$ cat config.mk
export PLATFORM = sky130hd
export DESIGN_NAME = sprite_renderer
export DESIGN_NICKNAME = d
export VERILOG_FILES = /design/src/rtl/sprite_pkg.sv /design/src/rtl/sprite_renderer_rom.sv /design/src/rtl/sprite_renderer.sv
export SDC_FILE = /design/constraint.sdc
export NUM_CORES = 1
export LEC_CHECK = 0
export CAP_MARGIN = 40
export CORE_MARGIN = 2
export CORE_UTILIZATION = 30
export DETAILED_ROUTE_END_ITERATION = 7
export GPL_ROUTABILITY_DRIVEN = 0
export HOLD_SLACK_MARGIN = 0.03
export PLACE_DENSITY_LB_ADDON = 0.25
export SKIP_LAST_GASP = 1
export SYNTH_ARGS = -nofsm -noshare
export SYNTH_HDL_FRONTEND = slang
export SYNTH_SLANG_ARGS = --single-unit
$ cat constraint.sdc
create_clock -name Clk -period 6.8 [get_ports Clk]
set_clock_uncertainty 0.05 [all_clocks]
set_input_delay 0.68 -clock Clk [delete_from_list [all_inputs] [get_ports Clk]]
set_output_delay 0.68 -clock Clk [all_outputs]
set_load 0.02 [all_outputs]
$ cat src/rtl/sprite_pkg.sv
// Shared types and constants for the sprite renderer.
// Optional feature macro: SPRITE_TRANSPARENCY_EN (palette index 0 becomes transparent).
package sprite_pkg;

  localparam int SPR_DIM_DEF = 16;
  localparam int IDX_W_DEF   = 4;

  typedef struct packed {
    logic [7:0] r;
    logic [7:0] g;
    logic [7:0] b;
  } rgb_t;

  // Colour lookup for each bitmap index
  localparam logic [23:0] PALETTE [2**IDX_W_DEF] = '{
    24'hFFFFFF, 24'hFF0000, 24'h00FF00, 24'h0000FF,
    24'hFFFF00, 24'h00FFFF, 24'hFF00FF, 24'h808080,
    24'hC00000, 24'h00C000, 24'h0000C0, 24'hC0C000,
    24'h00C0C0, 24'hC000C0, 24'h404040, 24'hFF8000
  };

  // Limit the requested half-size so the box never exceeds the bitmap
  function automatic logic [9:0] clamp_size(input logic [9:0] s, input logic [9:0] lim);
    return (s > lim) ? lim : s;
  endfunction

endpackage

$ cat src/rtl/sprite_renderer_rom.sv
// Sprite bitmap ROM: SPR_DIM x SPR_DIM entries of palette indices, one-cycle
// registered read gated by the read enable. The bitmap is a fixed pattern:
// index = row XOR column (diagonals carry index 0).
module sprite_rom #(
  parameter int ADDR_W = 8,
  parameter int IDX_W  = 4
) (
  input  logic              i_clk,
  input  logic              i_re,
  input  logic [ADDR_W-1:0] i_addr,
  output logic [IDX_W-1:0]  o_idx
);

  localparam int HALF = ADDR_W / 2;

  logic [IDX_W-1:0] r_idx;

  // Registered read; the held value stays put while the pixel strobe is low
  always_ff @(posedge i_clk) begin
    if (i_re) begin
      r_idx <= IDX_W'(i_addr[ADDR_W-1:HALF] ^ i_addr[HALF-1:0]);
    end
  end

  assign o_idx = r_idx;

endmodule

$ cat src/rtl/sprite_renderer.sv
// Sprite renderer: latches ball position at frame start, tests each pixel
// against the sprite box, fetches the bitmap index and drives RGB.
// Two pixel_en strobes of latency from DrawX/DrawY/blank to RGB.
// Optional feature macro: SPRITE_TRANSPARENCY_EN (index 0 shows background).
module sprite_renderer
  import sprite_pkg::*;
#(
  parameter int          SPR_DIM = SPR_DIM_DEF,
  parameter int          IDX_W   = IDX_W_DEF,
  parameter logic [23:0] BG_RGB  = 24'h3F007F,
  parameter int          X_INIT  = 320,
  parameter int          Y_INIT  = 240,
  parameter int          S_INIT  = 8
) (
  input  logic       Clk,
  input  logic       Reset,
  input  logic       pixel_en,
  input  logic       frame_start,
  input  logic       blank,
  input  logic [9:0] DrawX,
  input  logic [9:0] DrawY,
  input  logic [9:0] BallX,
  input  logic [9:0] BallY,
  input  logic [9:0] BallS,
  output logic [7:0] Red,
  output logic [7:0] Green,
  output logic [7:0] Blue,
  output logic       sprite_on
);

  localparam int LOG    = $clog2(SPR_DIM);
  localparam int ADDR_W = 2 * LOG;

  logic [9:0]        r_sh_x, r_sh_y, r_sh_s;
  logic signed [10:0] w_dx, w_dy, w_two_s;
  logic              w_in_box;
  logic [ADDR_W-1:0] w_addr;
  logic              r_s1_valid, r_s1_in_box, r_s1_blank;
  logic [IDX_W-1:0]  w_idx;
  rgb_t              w_pal;
  logic              w_opaque;
  rgb_t              r_rgb;
  logic              r_on;

  // Shadow copy of the ball bus, refreshed only at frame start to avoid tearing
  always_ff @(posedge Clk) begin
    if (Reset) begin
      r_sh_x <= 10'(X_INIT);
      r_sh_y <= 10'(Y_INIT);
      r_sh_s <= 10'(S_INIT);
    end else if (frame_start) begin
      r_sh_x <= BallX;
      r_sh_y <= BallY;
      r_sh_s <= clamp_size(BallS, 10'(SPR_DIM / 2));
    end
  end

  // Box test in 11-bit signed space so a box crossing column/row 0 clips instead of wrapping
  assign w_dx     = $signed({1'b0, DrawX}) - $signed({1'b0, r_sh_x}) + $signed({1'b0, r_sh_s});
  assign w_dy     = $signed({1'b0, DrawY}) - $signed({1'b0, r_sh_y}) + $signed({1'b0, r_sh_s});
  assign w_two_s  = $signed({r_sh_s, 1'b0});
  assign w_in_box = !w_dx[10] && (w_dx < w_two_s) && !w_dy[10] && (w_dy < w_two_s);
  assign w_addr   = {w_dy[LOG-1:0], w_dx[LOG-1:0]};

  // Stage 1: pixel flags; the ROM reads the same address in parallel
  always_ff @(posedge Clk) begin
    if (Reset) begin
      r_s1_valid  <= 1'b0;
      r_s1_in_box <= 1'b0;
      r_s1_blank  <= 1'b0;
    end else if (pixel_en) begin
      r_s1_valid  <= 1'b1;
      r_s1_in_box <= w_in_box;
      r_s1_blank  <= blank;
    end
  end

  sprite_rom #(
    .ADDR_W (ADDR_W),
    .IDX_W  (IDX_W)
  ) u_rom (
    .i_clk  (Clk),
    .i_re   (pixel_en),
    .i_addr (w_addr),
    .o_idx  (w_idx)
  );

  assign w_pal = rgb_t'(PALETTE[w_idx]);

`ifdef SPRITE_TRANSPARENCY_EN
  assign w_opaque = (w_idx != '0);
`else
  assign w_opaque = 1'b1;
`endif

  // Output stage: blank wins, then opaque sprite pixel, else background
  always_ff @(posedge Clk) begin
    if (Reset) begin
      r_rgb <= '0;
      r_on  <= 1'b0;
    end else if (pixel_en) begin
      if (!r_s1_valid || r_s1_blank) begin
        r_rgb <= '0;
        r_on  <= 1'b0;
      end else if (r_s1_in_box && w_opaque) begin
        r_rgb <= w_pal;
        r_on  <= 1'b1;
      end else begin
        r_rgb <= rgb_t'(BG_RGB);
        r_on  <= 1'b0;
      end
    end
  end

  assign Red       = r_rgb.r;
  assign Green     = r_rgb.g;
  assign Blue      = r_rgb.b;
  assign sprite_on = r_on;

endmodule

Word level (Yosys, flattened, before mapping)
Memory sizes are Yosys's and may differ from the RTL's.
Index checks and enable logic that the tools add are counted.
- register bits after elaboration: 62
- memory bits (read-only): 384
- bits of input ports: 55
- logic and storage cells: 36
- memories: 1
- add/subtract/negate cells: 4
- order comparisons: 4
- mux-type cells: 7
- bitwise operators: 2
- reductions and logical operators: 7
- memory list (name ; depth ; bits a word ; rd ports ; clocked after Yosys merged registers in ; write ports ; RTL line ; source):
    (name not given) ; 16 ; 24 ; 1 ; 0 ; 0 ; sprite_renderer.sv:88 ; assign w_pal = rgb_t'(PALETTE[w_idx]);
- operator list (cell ; number):
    $mux W24 ; 4
    $add A11 B11 Y11 ; 2
    $lt A11 B11 Y1 ; 2
    $sub A10 B10 Y11 ; 2
    $gt A10 B4 Y1 const B ; 1
    $mux W10 ; 1
    $ge A5 B5 Y1 const B ; 1
    $not A4 Y5 ; 1
    $xor A4 B4 Y4 ; 1
    $logic_and A1 B1 Y1 ; 3
    $logic_not A1 Y1 ; 3
    $mux W1 ; 2
    $logic_or A1 B1 Y1 ; 1

Depth between registers and ports, before layout
Gate-level depths: netlist of the first run.
- word-level depth: 6
- gate-level depth with buffers: 19
- depth with buffers taken out: 19

Hierarchy
From an unflattened synthesis of the first run, not the netlist that was laid out.
- cell total of the unflattened synthesis: 443
- area total of the unflattened synthesis: 3837.4 sq um
- modules (own cells, without submodules) (module ; times used ; cells an instance ; area an instance (sq um) ; sequential area each (sq um)):
    sprite_renderer ; 1 ; 435 ; 3682.3 ; 860.8
    sprite_rom ; 1 ; 8 ; 155.1 ; 120.1

Worst setup path after synthesis of the first run
Ideal clock, no wire load.
- kind: input -> register
- start point: in DrawX[1]
- end point: reg r_s1_in_box
- library setup time: 0.088 ns
- arrival: 3.938 ns
- required time: 6.662 ns
- setup slack: 2.724 ns
- cell stages on the path: 17
- buffers on the path: 0
- cell sequence: inv_1 -> fa_1 -> inv_1 -> ha_1 -> a21o_1 -> a21oi_2 -> o21ai_2 -> o41ai_2 -> or4b_1 -> o211ai_1 -> ha_1 -> nand4_1 -> nor2_1 -> a21oi_1 -> mux2i_1 -> o211ai_1 -> o32ai_2
- cells in the longest elaborated chain, start to end: 6
- elaborated cells between the ends (all ways): 7
- classes of those cells: add/sub (2); order compare (1); reduce/logical (4)
- ends and longest elaborated chain (element ; RTL line ; source):
    from (decl) ; sprite_renderer.sv:20 ; input logic [9:0] DrawX,
    $sub A10 B10 Y11 (*) ; sprite_renderer.sv:59 ; assign w_dx = $signed({1'b0, DrawX}) - $signed({1'b0, r_sh_x}) + $signed({1'b0, r_sh_s});
    $add A11 B11 Y11 (*) ; sprite_renderer.sv:59 ;
    $lt A11 B11 Y1 or $logic_not A1 Y1 (tied branches) ; sprite_renderer.sv:62 ; assign w_in_box = !w_dx[10] && (w_dx < w_two_s) && !w_dy[10] && (w_dy < w_two_s);
    $logic_and A1 B1 Y1 (*) (3 in series) ; sprite_renderer.sv:62 ;
    to (signal assigned) ; sprite_renderer.sv:73 ; r_s1_in_box <= w_in_box;
    to (decl) ; sprite_renderer.sv:38 ; logic r_s1_valid, r_s1_in_box, r_s1_blank;
Mark *: on every way between the ends. The rest lies on a longest branch, timed or not.
A chain may end at the register's enable or synchronous reset.

Worst setup path in the final report of the first run
Same ends and word-level chain as after synthesis.

==> reports/metrics.cfg, run 1 <==
[critical_path]
worstReg2RegStart = r_sh_s[1]
crit_arrival_ps = 4680
critPathMaxFanout = 3
crit_start = DrawX[1]
endpoint_kind = register
critical_path_required_ps = 6950
worstSetupEndpoint = r_s1_in_box
setup.worst_path.class = primary input to register
r2r_cells = 17
crit_path_start_kind = primary input
r2r-end = r_s1_in_box
ff2ff_setup_slack_ps = 2760

[detailed_routing]
drt_pass1_iterations = 4
drt_iter0_drc = 83
vias = 3046
avgViaCountPerCell = 4.53
wire_per_inst_um = 12.5
drc = 0
final_antenna_net_count = 0
wl_um = 8430

[hold_path]
hold_path.class = register to register
holdCritStartpoint = r_s1_valid

[timing]
rsz0062_at_grt = no
min_period_ps = 4530
setup_violations = 0
finalSetupTns_ps = 0
slew_headroom_pct = 38.1
layout_setup_ws_ps = 2270
post-route-period-util_pct = 66.6
fmax_mhz = 221
worstMarginPinSlew_ps = 920
final_max_slew_viol_count = 0
hold_viol_final = 0

[placed_design]
pre_cts_ws_ps = 1980
dp_cells = 664
io_buffers = 79
dp_hpwl_um = 6650

[clock_network]
cts_root_buf = clkbuf_16
cts_htree_levels = 2
cts.sinks = 47
cts_buffers = 5
cts_resized = 0
clkLatencyLatePin_ps = 290
clk_pin_slew_ps = 70
ctsHoldBuffers = 0
post-cts-setup-buffer-count = 0
cts_tree = yes
cts_buffer_depth = 2

[finish]
fillers = 1282
mostFrequentLayoutCells = clkdlybuf4s50_1 (79), inv_1 (72), ha_1 (45)
drive_above_1_share_pct = 3.40
antenna_cells = 0
area_growth_pct = 26.9
nets = 619
final_util_pct = 38.8
layout_commonest_cell = clkdlybuf4s50_1
final_cells = 672

[logic_synthesis]
yosysWarnings = 0
ys_ff_latch = 47
synth_cell_types = 50
synth_area_per_cell_sq_um = 8.76
async_reset_ff_share_pct = 0
synth_ff_type = dfxtp_1
ys_top_cells_by_area = dfxtp_1 (22%), ha_1 (15%), fa_1 (10%)
syn_area_sq_um = 3850
synth_top_area_cell = dfxtp_1
ys_seq_area_share_pct = 25.5
synth_top_area_share_pct = 22.4
synth_edf_count = 4
syn_nets = 559
syn-instance-count = 439

[floorplan]
start_util_pct = 30.6
die_w_um = 117
ioPinCount = 80
die_h_um = 117
dieArea_sq_um = 13700
core-area_sq_um = 12600
rows = 41

[outcome]
outcome = completed

[global_route]
grt_busiest_layer = met2
grt_max_degree = 43
grt_util_met1_pct = 15.5
grt_pass1_vias = 2968
grtUsageTotal_pct = 12.8
gr-total-overflow = 0
grt_pass1_wl_um = 13800
grt.met2_usage_pct = 23.3
use_met3_pct = 2.57
antenna_found_initial = 0

[power]
leakage_uw = 0.00217
max-vdd-ir-drop_uv = 119
power_uw = 1020
power_per_cell_area_nw_per_um2 = 209

[run]
drv_cap = 0

sequential cells by signal (all words and copies together), names as in the netlist:
register     cells
r_sh_y          10
r_s1_blank       1
r_sh_s          10
sprite_on        1
Blue             3
r_sh_x          10
Red              3
r_s1_in_box      1
u_rom.o_idx      4
Green            3
r_s1_valid       1
per-stage QoR:
step / instance area [sq um] / hold WS [ps]
3_3_place_gp: 4690 / 392
5_1_grt: 4880 / 438
4_1_cts: 4880 / 422
6_report: 4880 / 417
3_5_place_dp: 4690 / 404
2_1_floorplan: 3850 / 377
logic make-up after synthesis:
logic type,after synthesis,share of synthesized area [%]
simple gates,108,13.6
buf+inv,100,11.6
compound gates,78,14.0
fa+ha+maj,65,25.0
flops,47,25.5
xor+xnor,22,5.01
mux,19,5.27
Yosys cell counts, types with 8 or more instances:
master / n
ha_1: 45
xor2_1: 8
buf_4: 16
nand2_1: 18
xnor2_1: 14
nor3_1: 13
dfxtp_1: 43
inv_1: 72
fa_1: 20
nor2_1: 36
mux2i_1: 18
a21oi_1: 26
nand4_1: 9
a21o_1: 11
cell type report:
class | instances | area, sq um | share of cell area [%]
Sequential cell | 47 | 981 | 20.1
Multi-Input combinational cell | 292 | 2420 | 49.6
Tap cell | 172 | 215 | 4.41
Timing Repair Buffer | 81 | 806 | 16.5
Clock inverter | 2 | 60.1 | 1.23
Inverter | 72 | 270 | 5.54
Clock buffer | 6 | 129 | 2.64
critical path, cell delays in order:
cell	delay, ps
clkdlybuf4s50_1	460
inv_1	60
fa_1	590
inv_1	60
ha_1	280
a21o_1	190
a21oi_2	190
o21ai_2	100
o41ai_2	330
or4b_1	480
o211ai_1	110
ha_1	270
nand4_1	120
nor2_1	60
a21oi_1	160
mux2i_1	240
o211ai_1	130
o32ai_2	200
power breakdown:
group / total [uW] / leakage (uW) / internal [uW] / switching, uW
Combinational: 371 / 0.00169 / 185 / 186
Sequential: 326 / 0.000391 / 300 / 26.0
Clock: 324 / 0.0000911 / 211 / 113
worst min-delay path by stage:
| stage | to | slack (ps) | cells past startpoint |
|---|---|---|---|
| 4_1_cts | r_s1_valid | 420 | 2 |
| 5_1_grt | Red[7] | 440 | 2 |
| 2_1_floorplan | r_s1_valid | 380 | 2 |
| 6_report | r_s1_valid | 420 | 2 |
| 3_5_place_dp | r_s1_valid | 400 | 2 |
| 3_3_place_gp | r_s1_valid | 390 | 2 |
per-layer routing:
metal / share of wire, % / wire length (um) / vias up
li1: - / - / 1577
met1: 46 / 3850 / 1378
met3: 4.7 / 400 / 6
met5: 0 / 0 / -
met2: 49 / 4100 / 85
met4: 0.94 / 79 / 0
No activity file was read; power rests on OpenSTA's default activity.
==> run 2: changes to the inputs <==
==> constraint.sdc (replaced) <==
create_clock -name Clk -period 4.2 [get_ports Clk]
set_clock_uncertainty 0.05 [all_clocks]
set_input_delay 0.42 -clock Clk [delete_from_list [all_inputs] [get_ports Clk]]
set_output_delay 0.42 -clock Clk [all_outputs]
set_load 0.02 [all_outputs]
==> run 2 against run 1 <==
Wire length increased by 0.38%. Sequential share of layout area decreased by 0.32 points. Non-clock buffer count is 15 higher. Critical path depth fell by 1. Critical path type unchanged. Largest cell class unchanged. Highest routed layer unchanged.
==> reports/metrics.cfg, run 2 (synthesized netlist as in run 1, its figures left out) <==
[critical_path]
path_cells = clkdlybuf4s50_1 -> inv_1 -> fa_1 -> inv_1 -> fa_1 -> a211oi_2 -> o21bai_1 -> a21oi_1 -> o21bai_1 -> xor2_1 -> ha_1 -> a21o_1 -> a31oi_1 -> o311ai_1 -> nor3_1 -> o211ai_1 -> o32ai_2
slowest_stage = fa_1
critical_path_required_ps = 4360
endpoint_kind = register
critical_path.max_stage_delay_ps = 520
setup.worst_path.class = primary input to register
crit_arrival_ps = 4150
crit_path_start_kind = primary input
critPathMaxFanout = 2

[floorplan]
core-area_sq_um = 12600
ioPinCount = 80
die_w_um = 117
start_util_pct = 30.6
die_h_um = 117
dieArea_sq_um = 13700
rows = 41

[finish]
nets = 634
antenna_cells = 0
layout_commonest_cell = clkdlybuf4s50_1
final_util_pct = 39.5
drive_above_1_share_pct = 6.99
final_area_sq_um = 4960
mostFrequentLayoutCells = clkdlybuf4s50_1 (79), inv_1 (72), ha_1 (45)
area_growth_pct = 28.9
largestRegisters = r_sh_s (10), r_sh_x (10), r_sh_y (10)

[timing]
slew_headroom_pct = 66.5
final_max_slew_viol_count = 0
rsz0062_at_grt = no
finalSetupTns_ps = 0
fmax_mhz = 251
min_period_ps = 3980
setup_violations = 0
post-route-period-util_pct = 94.9
hold_viol_final = 0
worstMarginPinSlew_ps = 501

[clock_network]
cts.sinks = 47
ctsHoldBuffers = 0
clk_pin_slew_ps = 70
cts_htree_levels = 2
cts_root_buf = clkbuf_16
cts_tree = yes
clkLatencyLatePin_ps = 290
cts_buffer_depth = 2
cts_buffers = 5

[placed_design]
io_buffers = 79
dpl_cell_area_sq_um = 4800
dp_hpwl_um = 6780

[global_route]
antenna_found_initial = 0
grt_pass1_wl_um = 13800
gr-total-overflow = 0
grt_pass1_vias = 3004
grt_max_degree = 43
grtUsageTotal_pct = 13.0

[run]
drv_cap = 0

[power]
power_uw = 1570
leakage_uw = 0.00222
power_per_cell_area_nw_per_um2 = 317
max-vdd-ir-drop_uv = 152

[detailed_routing]
drt_pass1_iterations = 4
wl_um = 8460
final_antenna_net_count = 0
drt_iter0_drc = 69
drc = 0
wire_per_inst_um = 12.3
vias = 3124
avgViaCountPerCell = 4.55

[outcome]
outcome = completed

[hold_path]
hold_path.class = register to register

[run 2: cell types whose count changed in the layout (fill, tap and decap cells not counted)]
| cell | change |
|---|---|
| clkbuf_1 | -1 |
| o311ai_1 | +1 |
| buf_4 | +14 |
| clkinvlp_4 | +2 |
| a21oi_2 | +2 |
| clkinv_2 | +1 |
| bufinv_16 | -2 |
| a211oi_2 | +1 |
| o311ai_0 | -1 |
| buf_2 | +1 |
| a21oi_1 | -2 |
| a211oi_1 | -1 |
[run 2: routing by layer]
metal,up-vias,track usage (%),part of all wire (%)
met4,0,3.29,1.1
met3,5,2.52,4.8
met2,71,23.8,49
met1,1439,15.6,45
met5,-,0,0
li1,1609,-,-
[run 2: final timing paths]
path              startpoint     endpoint  slack (ps)  cells past startpoint
setup / recovery    DrawY[1]  r_s1_in_box         220                     17
hold / removal    r_s1_valid   r_s1_valid         420                      2
setup reg to reg   r_sh_s[1]  r_s1_in_box         370                     17
hold reg to reg   r_s1_valid   r_s1_valid         420                      2
[run 2: final cells by class]
type,instances,area (sq um)
Clock inverter,3,20.0
Multi-Input combinational cell,292,2430
Tap cell,172,215
Clock buffer,5,125
Sequential cell,47,981
Fill cell,1287,7610
Timing Repair Buffer,96,916
Inverter,72,270
[run 2: report_power, final]
group / leakage, uW / internal, uW / switching (uW)
Sequential: 0.000391 / 485 / 40.5
Clock: 0.0000658 / 220 / 186
Combinational: 0.00176 / 330 / 310
Total: 0.00222 / 1040 / 537
[run 2: what timing repair did]
item	4_1_cts	5_1_grt
endpoints found under the setup margin	0	1
resized for setup	0	4
setup buffers	0	1
[run 2: worst max-delay path: cells and delay by family]
kind                       cells  cell delay [ps]
AOI/OAI and AO/OA              9             1560
and+or+nand+nor                1              150
buffers and inverters          3              590
xor gates and xnor gates       1              150
adders and majority gates      3             1290
[run 2: metrics by stage]
| step | setup slack, ps | instances | hold WS, ps |
|---|---|---|---|
| 4_1_cts | 117 | 686 | 424 |
| 5_1_grt | 4.30 | 687 | 441 |
| 2_1_floorplan | 384 | 439 | 377 |
| 3_3_place_gp | -104 | 677 | 393 |
| 6_report | 216 | 687 | 415 |
| 3_5_place_dp | -189 | 678 | 406 |
==> run 3: changes to the inputs <==
--- a/config.mk
+++ b/config.mk
@@ -11,7 +11,7 @@
 export DETAILED_ROUTE_END_ITERATION = 7
 export GPL_ROUTABILITY_DRIVEN = 0
 export HOLD_SLACK_MARGIN = 0.03
-export PLACE_DENSITY_LB_ADDON = 0.25
+export PLACE_DENSITY = 0.61
 export SKIP_LAST_GASP = 1
 export SYNTH_ARGS = -nofsm -noshare
 export SYNTH_HDL_FRONTEND = slang
==> run 3 against run 2 <==
Die area unchanged. Non-clock buffer count is the same. Global-route usage grew 0.29 points. Clock-buffer cell count rose by 1. Hold slack got worse by 7.3 ps. Register-to-register slack got worse by 150 ps. Critical endpoint unchanged. Highest routed layer unchanged.
==> reports/metrics.cfg, run 3 (synthesized netlist as in run 1, its figures left out) <==
[detailed_routing]
wire_per_inst_um = 12.5
avgViaCountPerCell = 4.55
wl_um = 8620
drc = 0
drt_pass1_iterations = 4
final_antenna_net_count = 0
drt_iter0_drc = 136
vias = 3123

[critical_path]
crit_start = DrawX[2]
r2r-end = r_s1_in_box
ff2ff_setup_slack_ps = 220
r2r_cells = 17
setup.worst_path.class = primary input to register
endpoint_kind = register
worstReg2RegStart = r_sh_s[1]
critPathMaxFanout = 3
crit_arrival_ps = 4140
crit_path_start_kind = primary input
critical_path_required_ps = 4350
worstSetupEndpoint = r_s1_in_box

[global_route]
gr-total-overflow = 0
grt_pass1_vias = 3096
grtUsageTotal_pct = 13.3
antenna_found_initial = 0
grt_max_degree = 26
grt_pass1_wl_um = 14400

[placed_design]
dp_hpwl_um = 6840
dpl_cell_area_sq_um = 4790
pre_cts_ws_ps = -257
io_buffers = 79

[finish]
area_growth_pct = 29.8
nets = 634
drive_above_1_share_pct = 7.96
mostFrequentLayoutCells = clkdlybuf4s50_1 (78), inv_1 (71), ha_1 (44)
antenna_cells = 0
fillers = 1274
largestRegisters = r_sh_s (10), r_sh_x (10), r_sh_y (10)
final_area_sq_um = 4990
layout_commonest_cell = clkdlybuf4s50_1

[floorplan]
die_h_um = 117
dieArea_sq_um = 13700
rows = 41
start_util_pct = 30.6
ioPinCount = 80
core-area_sq_um = 12600
die_w_um = 117

[power]
power_uw = 1580
leakage_uw = 0.00223
max-vdd-ir-drop_uv = 164
power_per_cell_area_nw_per_um2 = 316

[clock_network]
cts_root_buf = clkbuf_16
cts_buffers = 5
cts_htree_levels = 2
ctsHoldBuffers = 0
cts.sinks = 47
cts_buffer_depth = 2
clkLatencyLatePin_ps = 290
clk_pin_slew_ps = 60
cts_tree = yes

[timing]
final_max_slew_viol_count = 0
layout_setup_ws_ps = 217
post-route-period-util_pct = 94.8
finalSetupTns_ps = 0
min_period_ps = 3980
fmax_mhz = 251
worstMarginPinSlew_ps = 862
setup_violations = 0
hold_viol_final = 0
whs_ps = 408
slew_headroom_pct = 42.4

[hold_path]
hold_path.class = register to register
holdPathStages = 2
holdCritStartpoint = r_s1_valid

[run]
drv_cap = 0

[outcome]
outcome = completed

[run 3: power by group]
group	switching (uW)	internal (uW)	leakage, uW
Clock	174	220	0.0000685
Combinational	317	341	0.00177
Sequential	41.3	485	0.000391
[run 3: worst min path at each step]
stage,to
6_report,r_s1_valid
5_1_grt,sprite_on
4_1_cts,sprite_on
3_5_place_dp,r_s1_valid
3_3_place_gp,r_s1_valid
2_1_floorplan,r_s1_valid
[run 3: per-stage QoR]
step | util, % | std cells
floorplan | - | 439
global placement | 38.1 | 677
detailed placement | 38.1 | 677
CTS | 39.2 | 685
global route | 39.7 | 687
finish | 39.7 | 687
[run 3: timing repair]
item                                    CTS  global route
resized for setup                         0            12
endpoints found under the setup margin    0             1
setup buffers                             0             2
[run 3: critical path: stages]
cell and delay [ps]:
clkdlybuf4s50_1 460, inv_1 60, fa_1 530, inv_1 60, ha_4 240, a21oi_2 190
o21ai_2 80, o41ai_2 330, or4b_1 470, o211ai_1 120, ha_1 270, nand4_1 120
nor2_1 60, a21oi_1 160, mux2i_1 200, o211ai_1 120, o32ai_2 240
[run 3: final cells by class]
| cell class | count | area, sq um | share of cell area, % |
|---|---|---|---|
| flip-flops and latches | 47 | 981 | 19.6 |
| clock buffers | 6 | 129 | 2.58 |
| clock inverters | 2 | 12.5 | 0.251 |
| multi-input cells | 292 | 2470 | 49.4 |
| inverters | 72 | 270 | 5.41 |
| well taps | 172 | 215 | 4.31 |
| repair buffers | 96 | 921 | 18.4 |
[run 3: metal layers]
layer	wire [um]	vias to the layer above	track usage (%)
met4	108	0	3.84
li1	-	1614	-
met5	0	-	0
met1	3960	1419	17.2
met2	4160	78	22.8
met3	389	12	2.16
